File: config.mk
export PLATFORM = sky130hd
export DESIGN_NAME = ring_period_meter
export DESIGN_NICKNAME = d
export VERILOG_FILES = /design/src/rtl/ring_meter_pkg.sv /design/src/rtl/ring_period_meter_tap_sync.sv /design/src/rtl/ring_period_meter.sv
export SDC_FILE = /design/constraint.sdc
export NUM_CORES = 1
export LEC_CHECK = 0
export ABC_AREA = 1
export BUFFER_PORTS_ARGS = -buffer_cell sky130_fd_sc_hd__buf_2
export CAP_MARGIN = 20
export CORE_ASPECT_RATIO = 1.75
export CORE_UTILIZATION = 59
export CTS_CLUSTER_DIAMETER = 100
export DETAILED_ROUTE_END_ITERATION = 6
export PLACE_DENSITY = 0.79
export SLEW_MARGIN = 20
export SYNTH_ARGS = -nofsm -noshare
export SYNTH_HDL_FRONTEND = slang
export SYNTH_SLANG_ARGS = --single-unit
export TNS_END_PERCENT = 5
File: constraint.sdc
create_clock -name clk -period 2.4 [get_ports clk]
set_input_delay 0.48 -clock clk [delete_from_list [all_inputs] [get_ports clk]]
set_output_delay 0.48 -clock clk [all_outputs]
set_load 0.01 [all_outputs]
File: src/rtl/ring_meter_pkg.sv
// Shared types and default sizing for the ring oscillator period meter.
package ring_meter_pkg;
  typedef enum logic [1:0] {
    IDLE,
    SETTLE,
    MEASURE,
    REPORT
  } meter_state_t;

  localparam int DEF_WINDOW      = 1024;
  localparam int DEF_CNT_W       = 16;
  localparam int DEF_SYNC_STAGES = 2;
  localparam int DEF_SETTLE      = 4;
endpackage

File: src/rtl/ring_period_meter_tap_sync.sv
// Synchronizes the asynchronous ring tap and flags rising edges.
module tap_sync
  import ring_meter_pkg::*;
#(
  parameter int SYNC_STAGES = DEF_SYNC_STAGES
) (
  input  logic clk,
  input  logic rst_n,
  input  logic ring_tap,
  output logic rise_pulse
);
  logic [SYNC_STAGES-1:0] sync_q, sync_d;
  logic                   prev_q, prev_d;

  always_comb begin
    sync_d = {sync_q[SYNC_STAGES-2:0], ring_tap};
    prev_d = sync_q[SYNC_STAGES-1];
  end

  always_ff @(posedge clk) begin
    if (!rst_n) begin
      sync_q <= '0;
      prev_q <= 1'b0;
    end else begin
      sync_q <= sync_d;
      prev_q <= prev_d;
    end
  end

  assign rise_pulse = sync_q[SYNC_STAGES-1] & ~prev_q;
endmodule

File: src/rtl/ring_period_meter.sv
// Counts synchronized ring-tap rising edges over a fixed clock window.
module ring_period_meter
  import ring_meter_pkg::*;
#(
  parameter int WINDOW      = DEF_WINDOW,
  parameter int CNT_W       = DEF_CNT_W,
  parameter int SYNC_STAGES = DEF_SYNC_STAGES,
  parameter int SETTLE      = DEF_SETTLE
) (
  input  logic             clk,
  input  logic             rst_n,
  input  logic             ring_tap,
  input  logic             start,
  output logic             busy,
  output logic             res_valid,
  input  logic             res_ready,
  output logic [CNT_W-1:0] res_count,
  output logic             res_ovf,
  output logic             res_stall
);
  localparam int WIN_W = $clog2(WINDOW);
  localparam int ST_W  = $clog2(SETTLE);
  localparam logic [WIN_W-1:0] WIN_LAST = WIN_W'(WINDOW - 1);
  localparam logic [ST_W-1:0]  ST_LAST  = ST_W'(SETTLE - 1);
  localparam logic [CNT_W-1:0] CNT_MAX  = '1;

  meter_state_t     state_q, state_d;
  logic [ST_W-1:0]  settle_q, settle_d;
  logic [WIN_W-1:0] win_q, win_d;
  logic [CNT_W-1:0] edge_q, edge_d;
  logic             ovf_q, ovf_d;
  logic [CNT_W-1:0] res_count_q, res_count_d;
  logic             res_ovf_q, res_ovf_d;
  logic             res_stall_q, res_stall_d;
  logic             rise;

  tap_sync #(
    .SYNC_STAGES(SYNC_STAGES)
  ) u_sync (
    .clk       (clk),
    .rst_n     (rst_n),
    .ring_tap  (ring_tap),
    .rise_pulse(rise)
  );

  always_comb begin
    state_d     = state_q;
    settle_d    = settle_q;
    win_d       = win_q;
    edge_d      = edge_q;
    ovf_d       = ovf_q;
    res_count_d = res_count_q;
    res_ovf_d   = res_ovf_q;
    res_stall_d = res_stall_q;
    unique case (state_q)
      IDLE: begin
        if (start) begin
          state_d  = ring_meter_pkg::SETTLE;
          settle_d = '0;
        end
      end
      ring_meter_pkg::SETTLE: begin
        settle_d = settle_q + 1'b1;
        if (settle_q == ST_LAST) begin
          state_d = MEASURE;
          edge_d  = '0;
          ovf_d   = 1'b0;
          win_d   = '0;
        end
      end
      MEASURE: begin
        win_d = win_q + 1'b1;
        if (rise) begin
          if (edge_q == CNT_MAX) ovf_d = 1'b1;
          else edge_d = edge_q + 1'b1;
        end
        // Last window cycle's edge is folded into the reported result
        if (win_q == WIN_LAST) begin
          state_d     = REPORT;
          res_count_d = edge_d;
          res_ovf_d   = ovf_d;
          res_stall_d = (edge_d == '0);
        end
      end
      REPORT: begin
        if (res_ready) state_d = IDLE;
      end
      default: state_d = IDLE;
    endcase
  end

  always_ff @(posedge clk) begin
    if (!rst_n) begin
      state_q     <= IDLE;
      settle_q    <= '0;
      win_q       <= '0;
      edge_q      <= '0;
      ovf_q       <= 1'b0;
      res_count_q <= '0;
      res_ovf_q   <= 1'b0;
      res_stall_q <= 1'b0;
    end else begin
      state_q     <= state_d;
      settle_q    <= settle_d;
      win_q       <= win_d;
      edge_q      <= edge_d;
      ovf_q       <= ovf_d;
      res_count_q <= res_count_d;
      res_ovf_q   <= res_ovf_d;
      res_stall_q <= res_stall_d;
    end
  end

  assign busy      = (state_q != IDLE);
  assign res_valid = (state_q == REPORT);
  assign res_count = res_count_q;
  assign res_ovf   = res_ovf_q;
  assign res_stall = res_stall_q;
endmodule

==> metrics.log, run 1 <==
[metrics] number of nets in the layout: 454
[metrics] synthesis-stage register bit count: 52
[metrics] worst skew pair latency: 0.31 ns
[metrics] number of top-level design ports: 25
[metrics] first-pass detailed-route iteration total: 5
[metrics] last weighted congestion value of the routability-driven placer: 0.865
[metrics] combined area of all synthesized cells: 2810 sq um
[metrics] number of antenna violations at the first check in global routing: 0
[metrics] fin. max-slew vios: 0
[metrics] synthesized net count: roughly 430
[metrics] TritonCTS clock tree: yes
[metrics] maximum level of the CTS H-tree: 2
[metrics] largest net degree at the start of global routing: 27
[metrics] area enclosed by the die boundary: 5050 sq um
[metrics] clock tree root driver cell: sky130_fd_sc_hd__clkbuf_8
[metrics] count of unique library cells instantiated by Yosys: 32
[metrics] crit path DAT: 2.18 ns
[metrics] measured slew at the worst slew-check pin: 0.363 ns
[metrics] GRT Residual Overflow: 0
[metrics] initial core utilization: 62.6%
[metrics] die extent in x: around 54 um
[metrics] total global-route track usage: 30.0%
[metrics] clock buffers created by TritonCTS: 5
[metrics] Critical Path Source: edge_q[0]
[metrics] Yosys Warn Count: 0
[metrics] Antenna Violating Nets Remaining: 0
[metrics] Post-Synthesis Mean Instance Area: 6.77 sq um
[metrics] clock-pin transition on the worst setup and hold timing paths: 0.10 ns
[metrics] final critical-path required period: 1.98 ns
[metrics] count of mapped cells out of synthesis: ~420
[metrics] class of the worst hold path: in2reg
[metrics] Setup violations, final: 0
[metrics] largest buffer count on any clock path: 2
[metrics] unrepaired setup endpoints after global routing: no
[metrics] part of the Yosys area used for sequential elements: roughly 37%
[metrics] start point of the worst hold path: ring_tap
[metrics] Wirelength per Cell: 13.5 um
[metrics] critical path required time: between 2 and 3 ns
[metrics] clk_skew: about 0.0055 ns
[metrics] type of element capturing the critical path: flop
[metrics] Power Dens Cells: 594 nW/um^2
[metrics] non-filler cells in the finished layout: 494
[metrics] Leak Pwr: about 1.5 nW
[metrics] DRC violation count after routing: 0
[metrics] vias in the first global route: 2523
[metrics] max-cap viol count: 0
[metrics] final hold violation count: 0
[metrics] startpoint of the lowest-slack register-to-register path: edge_q[0]
[metrics] Setup Fix Bufs, Post-CTS: 0
[metrics] routed wire length: ~6700 um
[metrics] CP max FO: 5
[metrics] layout-stage area growth over the synthesis result: 9.98%
[metrics] share of the clock period used by the worst path after layout: 82.5%
[metrics] wire length of the first global-routing pass: around 11000 um
[metrics] Post-CTS Hold Fix Bufs: 0
[metrics] fraction of final layout cells with drive strength greater than 1: 15.1%
[metrics] height of the die: around 93 um
[metrics] CORE AREA: 4480 sq um
[metrics] placed insts: 486
[metrics] TritonCTS Sinks: 52
[metrics] summed negative setup slack over all endpoints: 0 ns
[metrics] Row Count: 32
[metrics] worst-case headroom to the max-slew limit: 75.7%
[metrics] Vias/cell: 5.41
[metrics] Peak Freq: 0.505 GHz
[metrics] peak ir drop on the vdd network: 0.000642 V
[metrics] number of gates resized after CTS: 0
[metrics] startpoint kind of the worst setup timing path: flop
[metrics] status: completed
[metrics] via count: 2674
[metrics] final antenna diode count: 0
[metrics] initial drt markers: 78
[metrics] half-perimeter wire length after detailed placement: 5110 um
[metrics] quantity of I/O buffers inserted on ports: 24
[metrics] critical path class: reg2reg
==> routing by layer <==
| layer | share of wire [%] | global-route usage (%) |
|---|---|---|
| met5 | 0 | 0 |
| met3 | 2.9 | 4.88 |
| met4 | 4.3 | 16.5 |
| met1 | 39 | 30.8 |
| met2 | 54 | 53.6 |
==> logic make-up after synthesis <==
group / share of synthesized area [%]
AO/OA/AOI/OAI: 14.2
adder cells (fa/ha/maj): 3.12
flip-flops: 37.1
XOR/XNOR: 1.87
buffers and inverters: 10.4
AND/OR/NAND/NOR: 33.3
==> critical path, stage by stage (launching register included) <==
cell,delay [ns]
sky130_fd_sc_hd__dfxtp_1,0.41
sky130_fd_sc_hd__ha_1,0.23
sky130_fd_sc_hd__nand2_1,0.11
sky130_fd_sc_hd__nor2_4,0.19
sky130_fd_sc_hd__nand2_4,0.10
sky130_fd_sc_hd__nor2_4,0.15
sky130_fd_sc_hd__nand3_1,0.18
sky130_fd_sc_hd__nand3_1,0.21
sky130_fd_sc_hd__nor2_1,0.06
sky130_fd_sc_hd__nand2_1,0.08
sky130_fd_sc_hd__nor2_2,0.04
sky130_fd_sc_hd__nand3_2,0.07
sky130_fd_sc_hd__a21oi_2,0.04
==> cell usage in the layout (no fill, tap or decap), types with 9 or more instances in the layout <==
cell and count:
sky130_fd_sc_hd__buf_2 24, sky130_fd_sc_hd__nand2_1 109, sky130_fd_sc_hd__nor2_1 41, sky130_fd_sc_hd__buf_4 9, sky130_fd_sc_hd__o21ai_0 21, sky130_fd_sc_hd__inv_1 56
sky130_fd_sc_hd__dfxtp_1 52, sky130_fd_sc_hd__a21oi_1 38, sky130_fd_sc_hd__nand3_1 21
==> synth_stat cells (all sizes together) <==
| cell | n | area share [%] |
|---|---|---|
| nand2 | 115 | 16 |
| inv | 60 | 8.0 |
| dfxtp | 52 | 37 |
| nor2 | 51 | 8.7 |
| a21oi | 40 | 7.4 |
| o21ai | 24 | 4.4 |
| nand3 | 22 | 4.1 |
| buf | 7 | 1.4 |
| ha | 7 | 3.1 |
| o211ai | 7 | 1.9 |
| clkbuf | 6 | 0.80 |
| nand4 | 6 | 1.9 |
| nor3 | 5 | 0.89 |
| xor2 | 4 | 1.2 |
| nand3b | 3 | 1.2 |
| a211oi | 2 | 0.53 |
| xnor2 | 2 | 0.62 |
| and2 | 1 | 0.22 |
| clkinv | 1 | 0.13 |
==> stage by stage <==
step	power [mW]	hold WS [ns]	setup slack, ns	instance area [sq um]	utilization (%)
floorplan	1.21	0.390	0.670	2810	-
global placement	1.33	0.400	0.469	3000	66.8
detailed placement	1.34	0.423	0.434	3000	66.8
CTS	1.85	0.356	0.421	3090	68.9
global route	1.93	0.360	0.263	3090	68.9
finish	1.83	0.356	0.419	3090	68.9
==> state kept, by name, summed over array words and instances (netlist names) <==
register / count
u_sync.prev_q: 1
settle_q: 2
res_stall: 1
edge_q: 16
ovf_q: 1
res_ovf: 1
win_q: 10
u_sync.sync_q: 2
state_q: 2
res_count: 16
==> path summary, 6_finish.rpt <==
kind,cells after the start,to,slack [ns]
worst min register to register,2,u_sync.sync_q[1],0.44
worst min-delay path,3,u_sync.sync_q[0],0.36
worst max register to register,12,res_stall,0.42
worst max-delay path,12,res_stall,0.42
==> power breakdown <==
part	internal (mW)	switching, mW
Sequential	0.894	0.0261
Combinational	0.116	0.282
Clock	0.210	0.306
Total	1.22	0.613
==> cell type report <==
type                    instances  area [sq um]
clock inverters                 3          22.5
flip-flops and latches         52          1040
clock buffers                   5          68.8
repair buffers                 33           188
inverters                      61           229
multi-input cells             289          1480
fillers                       416          1400
well taps                      51          63.8
Note: power is estimated with default switching activity, not from simulation.
==> run 2: changes to the inputs <==
--- a/config.mk
+++ b/config.mk
@@ -5,14 +5,14 @@
 export SDC_FILE = /design/constraint.sdc
 export NUM_CORES = 1
 export LEC_CHECK = 0
-export ABC_AREA = 1
+export ABC_AREA = 0
 export BUFFER_PORTS_ARGS = -buffer_cell sky130_fd_sc_hd__buf_2
 export CAP_MARGIN = 20
 export CORE_ASPECT_RATIO = 1.75
-export CORE_UTILIZATION = 59
+export CORE_UTILIZATION = 53
 export CTS_CLUSTER_DIAMETER = 100
 export DETAILED_ROUTE_END_ITERATION = 6
-export PLACE_DENSITY = 0.79
+export PLACE_DENSITY = 0.75
 export SLEW_MARGIN = 20
 export SYNTH_ARGS = -nofsm -noshare
 export SYNTH_HDL_FRONTEND = slang
==> constraint.sdc (replaced) <==
create_clock -name clk -period 1.65 [get_ports clk]
set_input_delay 0.33 -clock clk [delete_from_list [all_inputs] [get_ports clk]]
set_output_delay 0.33 -clock clk [all_outputs]
set_load 0.01 [all_outputs]
==> metrics.log, run 2 <==
[metrics] Critical Path Source: u_sync.prev_q
[metrics] startpoint kind of the worst setup timing path: flop
[metrics] top cell types by occurrence after synthesis: sky130_fd_sc_hd__dfxtp_1, sky130_fd_sc_hd__nand2_1, sky130_fd_sc_hd__o21ai_0
[metrics] Leak Pwr: 1.60 nW (+4.9%)
[metrics] most common library cell in the layout ignoring fill and taps: sky130_fd_sc_hd__buf_4
[metrics] initial drt markers: 72 (-7.7%)
[metrics] worst skew pair latency: 0.32 ns (about the same)
[metrics] quantity of I/O buffers inserted on ports: 24 (unchanged)
[metrics] Worst Slack Setup Final: -0.308 ns (-0.727 ns)
[metrics] commonest non-fill, non-tap cells in the layout: sky130_fd_sc_hd__buf_4, sky130_fd_sc_hd__dfxtp_1, sky130_fd_sc_hd__nand2_1, sky130_fd_sc_hd__buf_2, sky130_fd_sc_hd__nor2b_1
[metrics] type of element capturing the critical path: flop
[metrics] routed wire length: 7520 um (+12%)
[metrics] critical path class: reg2reg
[metrics] dominant cells by area after synthesis: sky130_fd_sc_hd__dfxtp_1, sky130_fd_sc_hd__nor2b_1, sky130_fd_sc_hd__nand2_1, sky130_fd_sc_hd__o21ai_0, sky130_fd_sc_hd__and2_1
[metrics] Wirelength per Cell: 17.0 um (+25%)
[metrics] fraction of final layout cells with drive strength greater than 1: 44.0% (+29 points)
[metrics] CP max FO: 2 (-3)
[metrics] dominant synthesized flop cell: sky130_fd_sc_hd__dfxtp_1
[metrics] combined area of all synthesized cells: 2710 sq um (-3.4%)
[metrics] largest buffer count on any clock path: 2 (unchanged)
[metrics] Peak Freq: 0.511 GHz (+1.2%)
[metrics] worst-case headroom to the max-slew limit: 73.2% (-2.5 points)
[metrics] start point of the worst hold path: ring_tap
[metrics] height of the die: 96.6 um (+3.6%)
[metrics] first-pass detailed-route iteration total: 4 (-1)
[metrics] most frequently used cell type in the post-synthesis netlist: sky130_fd_sc_hd__dfxtp_1
[metrics] Power Dens Cells: 798 nW/um^2 (+34%)
[metrics] number of nets in the layout: 400 (-12%)
[metrics] area enclosed by the die boundary: 5420 sq um (+7.3%)
[metrics] via count: 2545 (-4.8%)
[metrics] GRT Residual Overflow: 0 (unchanged)
[metrics] layout-stage area growth over the synthesis result: 38.2%
[metrics] clk_skew: 0.0126 ns (+0.00709 ns)
[metrics] Async SR Flop Fraction: 0% (unchanged)
[metrics] Vias/cell: 5.74 (+6.1%)
[metrics] final critical-path required period: 1.96 ns (-0.0233 ns)
[metrics] CORE AREA: 4930 sq um (+10%)
[metrics] reg2reg path depth: 10 (-2)
[metrics] max-cap viol count: 0 (unchanged)
[metrics] status: finished, violations left
[metrics] Row Count: 34 (+6.3%)
[metrics] unrepaired setup endpoints after global routing: yes
[metrics] Yosys Warn Count: 0 (unchanged)
[metrics] startpoint of the lowest-slack register-to-register path: u_sync.prev_q
[metrics] instance count along the most critical hold path: 2 (-1)
[metrics] number of enable-type register cells in the synthesized netlist: 0 (unchanged)
[metrics] peak ir drop on the vdd network: 0.00114 V (+78%)
[metrics] synthesis-stage register bit count: 52 (unchanged)
[metrics] number of antenna violations at the first check in global routing: 0 (unchanged)
[metrics] Placement Setup Slack: -0.324 ns (-0.758 ns)
[metrics] clock-pin transition on the worst setup and hold timing paths: 0.09 ns (about the same)
[metrics] count of mapped cells out of synthesis: 306 (-26%)
[metrics] leading area contributor after synthesis: sky130_fd_sc_hd__dfxtp_1
[metrics] critical path required time: 1.91 ns (-0.69 ns)
[metrics] share of the clock period used by the worst path after layout: 119% (+36 points)
[metrics] part of the Yosys area used for sequential elements: 38.4% (+1.3 points)
[metrics] proportion of netlist area held by the largest area contributor: 38.4% (+1.3 points)
[metrics] maximum level of the CTS H-tree: 2 (unchanged)
[metrics] total global-route track usage: 27.0% (-3.0 points)
[metrics] measured slew at the worst slew-check pin: 0.402 ns (+0.0386 ns)
[metrics] count of unique library cells instantiated by Yosys: 52 (+63%)
[metrics] Setup violations, final: 33 (+33)
[metrics] last weighted congestion value of the routability-driven placer: 0.874 (+1.0%)
[metrics] wire length of the first global-routing pass: 11600 um (+5.0%)
[metrics] violations in the final reports: setup timing
[metrics] Post-CTS Hold Fix Bufs: 0 (unchanged)
[metrics] clock tree root driver cell: sky130_fd_sc_hd__clkbuf_8
[metrics] die extent in x: 56.1 um (+3.6%)
[metrics] summed negative setup slack over all endpoints: -5.20 ns (-5.20 ns)
[metrics] clock buffers created by TritonCTS: 5 (unchanged)
[metrics] final antenna diode count: 0 (unchanged)
[metrics] Antenna Violating Nets Remaining: 0 (unchanged)
[metrics] fin. max-slew vios: 0 (unchanged)
[metrics] final hold violation count: 0 (unchanged)
[metrics] crit path DAT: 2.22 ns (+0.04 ns)
[metrics] Post-Synthesis Mean Instance Area: 8.86 sq um (+31%)
[metrics] class of the worst hold path: in2reg
[metrics] half-perimeter wire length after detailed placement: 4850 um (-5.2%)
[metrics] number of fill cells: 329 (-21%)
[metrics] Post-Place Cell Area: 3340 sq um (+11%)
[metrics] largest net degree at the start of global routing: 28 (+3.7%)
[metrics] TritonCTS clock tree: yes
[metrics] TritonCTS Sinks: 52 (unchanged)
[metrics] initial core utilization: 55.0% (-7.6 points)
[metrics] synthesized net count: 318 (-26%)
[metrics] number of top-level design ports: 25 (unchanged)
[metrics] final instance area: 3750 sq um (+21%)
[metrics] DRC violation count after routing: 0 (unchanged)
[metrics] vias in the first global route: 2510 (-0.52%)
[run 2: cell count changes in the layout (fill, tap and decap cells not counted), moves of 11 or more]
cell / change
sky130_fd_sc_hd__dfxtp_2: +14
sky130_fd_sc_hd__o21ai_0: -11
sky130_fd_sc_hd__nand2_1: -82
sky130_fd_sc_hd__nor2b_1: +21
sky130_fd_sc_hd__a21oi_1: -33
sky130_fd_sc_hd__nand3_1: -11
sky130_fd_sc_hd__inv_1: -51
sky130_fd_sc_hd__and2_1: +15
sky130_fd_sc_hd__nor2_1: -31
sky130_fd_sc_hd__dfxtp_1: -17
sky130_fd_sc_hd__buf_4: +53
[run 2: where the power goes]
| part | switching [mW] | internal [mW] |
|---|---|---|
| Combinational | 0.441 | 0.325 |
| Sequential | 0.0372 | 1.30 |
| Clock | 0.438 | 0.451 |
[run 2: what timing repair did]
action	in CTS	in global routing
gates resized for setup	47	34
setup buffers	3	2
pin swaps	17	17
setup endpoints to repair	38	46
[run 2: cell families after synthesis]
family | Yosys count | synth area share [%]
xor+xnor | 19 | 6.13
compound gates | 56 | 13.4
mux | 9 | 3.41
flops | 52 | 38.4
simple gates | 141 | 31.1
buf+inv | 22 | 4.34
fa+ha+maj | 7 | 3.23
[run 2: metrics by stage]
stage / std cells / utilization, % / hold WS, ns / total power, mW
final: 443 / 76.0 / 0.221 / 2.99
after global placement: 430 / 67.7 / 0.439 / 2.03
after CTS: 441 / 73.3 / 0.219 / 2.94
after global routing: 443 / 76.0 / 0.240 / 3.13
after floorplan: 306 / - / 0.412 / 1.76
after detailed placement: 430 / 67.7 / 0.438 / 2.04
[run 2: critical path, stage by stage, from the launching register on]
cell and delay (ns):
sky130_fd_sc_hd__dfxtp_2 0.33, sky130_fd_sc_hd__buf_4 0.13, sky130_fd_sc_hd__nand4b_1 0.22, sky130_fd_sc_hd__nor4_4 0.30
sky130_fd_sc_hd__buf_4 0.17, sky130_fd_sc_hd__buf_4 0.11, sky130_fd_sc_hd__xnor2_2 0.12, sky130_fd_sc_hd__nand4_1 0.15
sky130_fd_sc_hd__nor3b_2 0.20, sky130_fd_sc_hd__nand4_1 0.10, sky130_fd_sc_hd__nand2_1 0.08
[run 2: final timing paths]
check | endpoint | slack (ns)
max | res_stall | -0.31
min | u_sync.sync_q[0] | 0.22
max reg2reg | res_stall | -0.31
min reg2reg | res_count[15] | 0.47
[run 2: layout make-up]
class / count / area, sq um / area share [%]
well taps: 54 / 67.6 / 1.80
multi-input cells: 232 / 1810 / 48.4
repair buffers: 92 / 671 / 17.9
inverters: 5 / 18.8 / 0.501
clock buffers: 6 / 72.6 / 1.94
flip-flops and latches: 52 / 1070 / 28.5
clock inverters: 2 / 35.0 / 0.935
[run 2: layer usage]
metal	wire length, um	share of wire [%]	vias to the layer above	GRT usage [%]
met2	4340	58	52	50.2
met3	178	2.4	19	4.14
met4	178	2.4	0	12.8
met1	2810	37	1239	28.7
met5	0	0	-	0
li1	-	-	1235	-
